===== src/rtl/ptp_us_sync_multi.sv =====
// Ultrasonic TX burst and multi-channel RX timestamp capture on an Avalon-MM slave; 1-cycle read latency, never stalls.
// Optional feature: define PTP_US_OFFSET_EN to enable the one-shot signed TIME correction through OFFSET (0x20).
module ptp_us_sync_multi #(
  parameter int CHANNELS    = 4,
  parameter int TS_WIDTH    = 32,
  parameter int HALF_PERIOD = 1250,
  parameter int BURST_LEN   = 8,
  parameter int TIMEOUT     = 2500000
) (
  input  logic                clock,
  input  logic                reset,
  input  logic [15:0]         avalon_slave_address,
  input  logic                avalon_slave_write,
  input  logic [31:0]         avalon_slave_writedata,
  input  logic                avalon_slave_read,
  output logic [31:0]         avalon_slave_readdata,
  output logic                avalon_slave_waitrequest,
  output logic                piezo_interface_out,
  input  logic [CHANNELS-1:0] piezo_interface_in
);
  localparam int HP_W = $clog2(HALF_PERIOD + 1);
  localparam int HC_W = $clog2(2 * BURST_LEN + 1);
  localparam int TO_W = $clog2(TIMEOUT + 1);

  typedef enum logic [1:0] {IDLE, TX, LISTEN, DONE} state_t;

  state_t              state;
  logic [TS_WIDTH-1:0] time_cnt;
  logic [TS_WIDTH-1:0] tx_ts;
  logic [TS_WIDTH-1:0] rx_ts [CHANNELS];
  logic [CHANNELS-1:0] flags;
  logic [CHANNELS-1:0] sync1, sync2, sync3;
  logic [CHANNELS-1:0] edges;
  logic [CHANNELS-1:0] new_flags;
  logic                timeout_flag;
  logic [HP_W-1:0]     hp_cnt;
  logic [HC_W-1:0]     half_cnt;
  logic [TO_W-1:0]     lst_cnt;
  logic                ctrl_wr;
  logic                start;
  logic                abort;
  logic [31:0]         rd_mux;
  logic                unused_bits;

  assign avalon_slave_waitrequest = 1'b0;
  assign unused_bits = ^avalon_slave_writedata[31:2];

  assign ctrl_wr = avalon_slave_write && (avalon_slave_address == 16'd0);
  assign abort   = ctrl_wr && avalon_slave_writedata[1];
  assign start   = ctrl_wr && avalon_slave_writedata[0] && !avalon_slave_writedata[1];

  assign edges     = sync2 & ~sync3;
  assign new_flags = flags | (edges & {CHANNELS{state == LISTEN}});

`ifdef PTP_US_OFFSET_EN
  logic [31:0] offset_reg;
  logic        offset_wr;

  assign offset_wr = avalon_slave_write && (avalon_slave_address == 16'h0020);

  // Captures and TX latch in the correction cycle see the pre-correction time_cnt.
  always_ff @(posedge clock) begin
    if (reset) begin
      time_cnt   <= '0;
      offset_reg <= '0;
    end else if (offset_wr) begin
      time_cnt   <= time_cnt + TS_WIDTH'(1) + avalon_slave_writedata[TS_WIDTH-1:0];
      offset_reg <= avalon_slave_writedata;
    end else begin
      time_cnt <= time_cnt + TS_WIDTH'(1);
    end
  end
`else
  always_ff @(posedge clock) begin
    if (reset) time_cnt <= '0;
    else       time_cnt <= time_cnt + TS_WIDTH'(1);
  end
`endif

  always_ff @(posedge clock) begin
    if (reset) begin
      sync1 <= '0;
      sync2 <= '0;
      sync3 <= '0;
    end else begin
      sync1 <= piezo_interface_in;
      sync2 <= sync1;
      sync3 <= sync2;
    end
  end

  always_ff @(posedge clock) begin
    if (reset) begin
      state               <= IDLE;
      piezo_interface_out <= 1'b0;
      tx_ts               <= '0;
      flags               <= '0;
      timeout_flag        <= 1'b0;
      hp_cnt              <= '0;
      half_cnt            <= '0;
      lst_cnt             <= '0;
      for (int c = 0; c < CHANNELS; c++) rx_ts[c] <= '0;
    end else if (abort) begin
      state               <= IDLE;
      piezo_interface_out <= 1'b0;
    end else begin
      case (state)
        IDLE: begin
          if (start) begin
            state               <= TX;
            piezo_interface_out <= 1'b1;
            tx_ts               <= time_cnt;
            flags               <= '0;
            timeout_flag        <= 1'b0;
            hp_cnt              <= '0;
            half_cnt            <= '0;
            for (int c = 0; c < CHANNELS; c++) rx_ts[c] <= '0;
          end
        end
        TX: begin
          if (hp_cnt == HP_W'(HALF_PERIOD - 1)) begin
            hp_cnt <= '0;
            if (half_cnt == HC_W'(2 * BURST_LEN - 1)) begin
              state               <= LISTEN;
              piezo_interface_out <= 1'b0;
              lst_cnt             <= '0;
            end else begin
              half_cnt            <= half_cnt + HC_W'(1);
              piezo_interface_out <= ~piezo_interface_out;
            end
          end else begin
            hp_cnt <= hp_cnt + HP_W'(1);
          end
        end
        LISTEN: begin
          for (int c = 0; c < CHANNELS; c++) begin
            if (edges[c] && !flags[c]) rx_ts[c] <= time_cnt;
          end
          flags <= new_flags;
          // Completing the last channel on the final window cycle is not a timeout.
          if (&new_flags) begin
            state <= DONE;
          end else if (lst_cnt == TO_W'(TIMEOUT - 1)) begin
            state        <= DONE;
            timeout_flag <= 1'b1;
          end else begin
            lst_cnt <= lst_cnt + TO_W'(1);
          end
        end
        DONE:    state <= IDLE;
        default: state <= IDLE;
      endcase
    end
  end

  always_comb begin
    rd_mux = '0;
    case (avalon_slave_address)
      16'd1: begin
        rd_mux[0]             = (state != IDLE);
        rd_mux[1]             = timeout_flag;
        rd_mux[2 +: CHANNELS] = flags;
      end
      16'd2: rd_mux[TS_WIDTH-1:0] = time_cnt;
      16'd3: rd_mux[TS_WIDTH-1:0] = tx_ts;
`ifdef PTP_US_OFFSET_EN
      16'h0020: rd_mux = offset_reg;
`endif
      default: begin
        for (int c = 0; c < CHANNELS; c++) begin
          if (avalon_slave_address == 16'(4 + c)) rd_mux[TS_WIDTH-1:0] = rx_ts[c];
        end
      end
    endcase
  end

  always_ff @(posedge clock) begin
    if (reset)                  avalon_slave_readdata <= '0;
    else if (avalon_slave_read) avalon_slave_readdata <= rd_mux;
  end
endmodule


===== config.mk =====
export PLATFORM = sky130hd
export DESIGN_NAME = ptp_us_sync_multi
export DESIGN_NICKNAME = d
export VERILOG_FILES = /design/src/rtl/ptp_us_sync_multi.sv
export SDC_FILE = /design/constraint.sdc
export NUM_CORES = 1
export LEC_CHECK = 0
export ABC_AREA = 1
export ABC_CLOCK_PERIOD_IN_PS = 6360
export BUFFER_PORTS_ARGS = -buffer_cell sky130_fd_sc_hd__clkbuf_2
export CORE_ASPECT_RATIO = 0.75
export CORE_MARGIN = 10
export CORE_UTILIZATION = 60
export CTS_CLUSTER_SIZE = 8
export DETAILED_ROUTE_END_ITERATION = 8
export HOLD_SLACK_MARGIN = 0.02
export PLACE_DENSITY = 0.86
export SYNTH_ARGS = -nofsm -noshare
export SYNTH_HDL_FRONTEND = slang
export SYNTH_SLANG_ARGS = --single-unit

===== constraint.sdc =====
create_clock -name clock -period 6.36 [get_ports clock]
set_clock_uncertainty 0.1 [all_clocks]
set_input_delay 0 -clock clock [delete_from_list [all_inputs] [get_ports clock]]
set_output_delay 0 -clock clock [all_outputs]
set_load 0.02 [all_outputs]

-- After elaboration in Yosys (flattened, before gate mapping)
Memories as Yosys holds them, arrays and structs flattened.
Cells that the tools add are included.
- RAM bits: 128
- register bits after elaboration: 154
- logic and storage cells: 151
- output and inout bits: 34
- memories kept: 1
- input port bits: 56
- reductions and logical operators: 29
- add/sub/neg operators: 4
- bitwise logic cells: 14
- multiplexer cells: 69
- equal/unequal tests: 21
- memories (name ; words ; width ; read ports ; clocked after Yosys merged registers in ; wr ports ; line ; source):
    rx_ts ; 4 ; 32 ; 4 ; 0 ; 4 ; 30 ; logic [TS_WIDTH-1:0] rx_ts [CHANNELS];
- operators by type and width (kind ; number):
    $mux W32 ; 12
    $mux W22 ; 4
    $pmux W26 S3 ; 1
    $eq A16 B3 Y1 const B ; 4
    $pmux W22 S2 ; 1
    $mux W1 ; 33
    $add A32 B1 Y32 const B ; 1
    $eq A16 B2 Y1 const B ; 2
    $add A22 B1 Y22 const B ; 1
    $eq A22 B22 Y1 const B ; 1
    $mux W11 ; 2
    $pmux W11 S2 ; 1
    $pmux W6 S3 ; 1
    $eq A16 B1 Y1 const B ; 1
    $logic_not A16 Y1 ; 1
    $mux W5 ; 3
    $ne A2 B2 Y1 const B ; 6
    $reduce_and A3 Y1 ; 4
    $add A11 B1 Y11 const B ; 1
    $eq A11 B11 Y1 const B ; 1
    $mux W2 ; 5
    $pmux W5 S2 ; 1
    $reduce_and A5 Y1 ; 2
    $and A4 B4 Y4 ; 2
    other kinds (21) ; 46

-- Logic depth before layout (Yosys ltp)
- depth in word-level cells: 11
- gate-level depth with buffers: 14
- mapped depth without buffers: 13

-- Worst setup path after synthesis
OpenSTA, ideal clock, no wires.
- path kind: register to register
- from: reg state[0]
- to: mem rx_ts[0][0], enable pin
- arrival time: 1999 ps
- cell stages (with the launch flop): 7
- setup time: 561 ps
- path buffers: 2
- required time: 5699 ps
- period minus slack after synthesis: 2661 ps
- slack: 3699 ps
- path through: dfxtp_1 > inv_1 > ha_1 > clkbuf_1 > nand3_1 > clkbuf_1 > nand3_1
- RTL lines (what ; line ; source):
    start, declared ; 27 ; state_t state;
    start signal, assigned ; 94 ; state <= IDLE;
    start signal, assigned ; 104 ; state <= IDLE;
    start signal, assigned ; 110 ; state <= TX;
    end, declared ; 30 ;

==> reports/metrics.cfg <==
[clock_network]
numCtsBuffers=41
cts_tree=yes
clk_pin_slew_ns=0.05
clock-sinks=282
cts.repair.resized=0
insertion_delay_ns=0.52
htree_levels=2
clockRootBuffer=clkbuf_16
hold_buffers=8
post_cts_buffers=0
cts_buffer_depth=3

[timing]
fmax_ghz=0.271
finalCritPeriodShare=0.580
period_minus_slack_ns=3.69
relSlewSlack=0.234
tightest_slew_ns=1.14
rsz0062_at_grt=no
finalSetupViolCount=0
hold_viol_final=0
drv_slew=0
tns_ns=0

[synthesis]
synthSimpleGateAreaFrac=0.312
synth_xor_area_frac=0.0125
synth_area_um2=14000
ys_types=37
ys_ff_latch=282
avgSynthCellArea_um2=7.20
synth_top_family_by_area=simple AND/OR/NAND/NOR gates
synth.area.mux_share=0
syn_nets=2005
yosysSeqAreaShare=0.473
ys_warn_count=0
synth_compound_area_frac=0.103
syn_inst=1940
synthAdderAreaFrac=0.00806

[grt]
grt_use_total=0.241
grt_most_used_layer=met2
use_met3=0.0440
met2_usage=0.388
grt_max_degree=85
antenna_found_initial=0
gr-total-overflow=0
grt_pass1_vias=12222
grt_pass1_wl_um=61200
grt_use_met1=0.324

[hold_path]
hp-start=avalon_slave_address[3]
holdPathEnd=flags[3]
hold_class=primary input to flop
hold_depth=7

[detailed_routing]
drt_iter0_drc=1635
drt-wirelength-per-cell_um=16.2
drc=0
vias=13147
wirelength_um=37200
ant_nets=0
viasPerCell=5.74
dr.pass1.iters=6

[critical_path]
reg2reg_depth=5
worst_path_largest_cell_delay_ns=0.84
crit_family=buffers and inverters
critical_path_class=primary input to flop
critPathSlowestCell=nand3_1
path_buf_inv=6
cp-end-kind=flop
timing.rr.start=state[0]
crit_top_cell=buf_4
cp.arrival_ns=3.84
path_max_fanout=66
regToRegSetupSlack_ns=2.88
start_kind=primary input
crit_chain=dlygate4sd3_1 -> clkbuf_2 -> buf_4 -> inv_2 -> nand3_2 -> buf_4 -> nand3_1 -> buf_4
required_ns=6.51
worstReg2RegEnd=rx_ts[3][28]

[pwr]
swShare=0.250
power_frac_comb=0.086
p_int_mw=3.28
power_density_nw_per_um2=281
ir_worst_vdd_v=0.000187
switching_power_mw=1.09
total_power_mw=4.38
seq_power_share=0.452
clock_power_share=0.462
power.leakage_nw=5.96

[floorplanning]
rows=48
boundaryPins=90
die_w_um=196
die_area_um2=29800
die_h_um=152
design.core.area_um2=22900
start_util=0.609

[status]
outcome=finished, final reports clean

[cells_and_area]
layout.nets=2027
fin_area_um2=15600
drive_gt1_frac=0.0748
diodes=0
syn_to_final_growth_pct=11.5

[placed_design]
hpwl_um=22300
port_buffers=58
place.gp.congestion=0.972
placedInstanceArea_um2=14300

[job]
drv_cap=0

## cells in the final DEF, fill, tap and decap left out, types with 2 or more instances in the layout
master and instances:
nor2_1 407, nand2_1 386, inv_1 204, dfxtp_1 186, nand3_1 144, o21ai_0 108
a21oi_1 105, edfxtp_1 96, clkbuf_2 58, nand4_1 46, clkbuf_16 43, o21ai_1 29
o211ai_1 28, clkbuf_1 28, nor3_1 21, xor2_1 18, buf_4 16, ha_1 9
nor2_2 8, dlygate4sd3_1 8, nand3_2 5, inv_2 5, nor3b_1 4, nand2_2 4
nor2_4 3, clkinv_1 3, nor4_1 3, or2_2 3, nand3b_1 2, xnor2_1 2
## synth_stat cells (all sizes together)
library cell  number  area share
edfxtp            96        0.21
xnor2              2      0.0013
nor3              22      0.0082
nor2b              1     0.00045
nor3b              4      0.0022
conb               1     0.00027
nor4               3      0.0013
o21ai            137       0.049
dfxtp            186        0.27
buf               49       0.019
clkbuf            54       0.015
nor2             418        0.12
nand3b             2      0.0011
nand4             47       0.022
a21boi             1     0.00054
a21oi            105       0.038
nand2            390        0.11
xor2              18       0.011
inv              209       0.056
ha                 9      0.0081
or2                4      0.0018
a31oi              1     0.00045
o211ai            28       0.015
nand3            149       0.055
o21bai             1     0.00054
clkinv             3     0.00081
## per-stage QoR
stage | utilization | instances | hold slack [ns] | setup WS [ns]
after CTS | 0.679 | 2292 | 0.0785 | 2.66
after floorplan | - | 1940 | 0.00697 | 3.70
after detailed placement | 0.623 | 2211 | 0.101 | 2.62
after global routing | 0.679 | 2292 | 0.138 | 2.45
after global placement | 0.623 | 2211 | 0.0966 | 2.72
final | 0.679 | 2292 | 0.109 | 2.67
## how the worst max path moves through the flow
stage / startpoint / endpoint / slack, ns / depth (start not counted)
floorplan: state[0] / rx_ts[0][0] / 3.70 / 6
global placement: avalon_slave_address[11] / rx_ts[0][15] / 2.72 / 10
CTS: reset / rx_ts[1][5] / 2.66 / 8
detailed placement: avalon_slave_address[11] / rx_ts[0][14] / 2.62 / 10
finish: reset / rx_ts[1][16] / 2.67 / 8
global route: reset / rx_ts[1][7] / 2.45 / 8
## routing by layer
metal	vias up	routed length (µm)
li1	6309	-
met1	6121	15700
met2	656	17100
met3	61	3710
met4	0	687
met5	-	0
## worst register-to-register path, cell delays in order, from the launching register on
cell	delay, ns
dfxtp_1	0.33
inv_1	0.07
ha_1	0.30
nand3_1	0.75
buf_4	0.44
nand3_2	0.89
## power by group through the flow
stage               logic, mW  registers, mW  clock network [mW]
global route            0.422           1.99                2.11
floorplan               0.274           2.02                   0
detailed placement      0.366           2.01                   0
finish                  0.378           1.98                2.02
global placement        0.356           2.01                   0
CTS                     0.374           1.98                2.03
## kinds of logic (layout without fill, tap and decap cells)
family	after synthesis	after routing
XOR/XNOR	20	20
AND/OR/NAND/NOR	1040	1040
AO/OA/AOI/OAI	273	273
other	1	1
adder cells (fa/ha/maj)	9	9
buffers and inverters	315	367
flip-flops	282	282
## area by class of cell
cell class / count / area [µm²]
Fill cell: 1847 / 7370
Sequential cell: 282 / 6610
Multi-Input combinational cell: 1343 / 6110
Clock buffer: 71 / 1180
Inverter: 212 / 796
Timing Repair Buffer: 82 / 490
Tap cell: 300 / 375
Clock inverter: 2 / 17.5
## registers in the layout, indices dropped and copies added, names as in the netlist, 2 cells and up
signal and count:
half_cnt 5, avalon_slave_readdata 32, sync3 4, flags 4, time_cnt 32, state 2, rx_ts 128, lst_cnt 22
sync1 4, hp_cnt 11, tx_ts 32, sync2 4
Note: power is estimated with default switching activity, not from simulation.
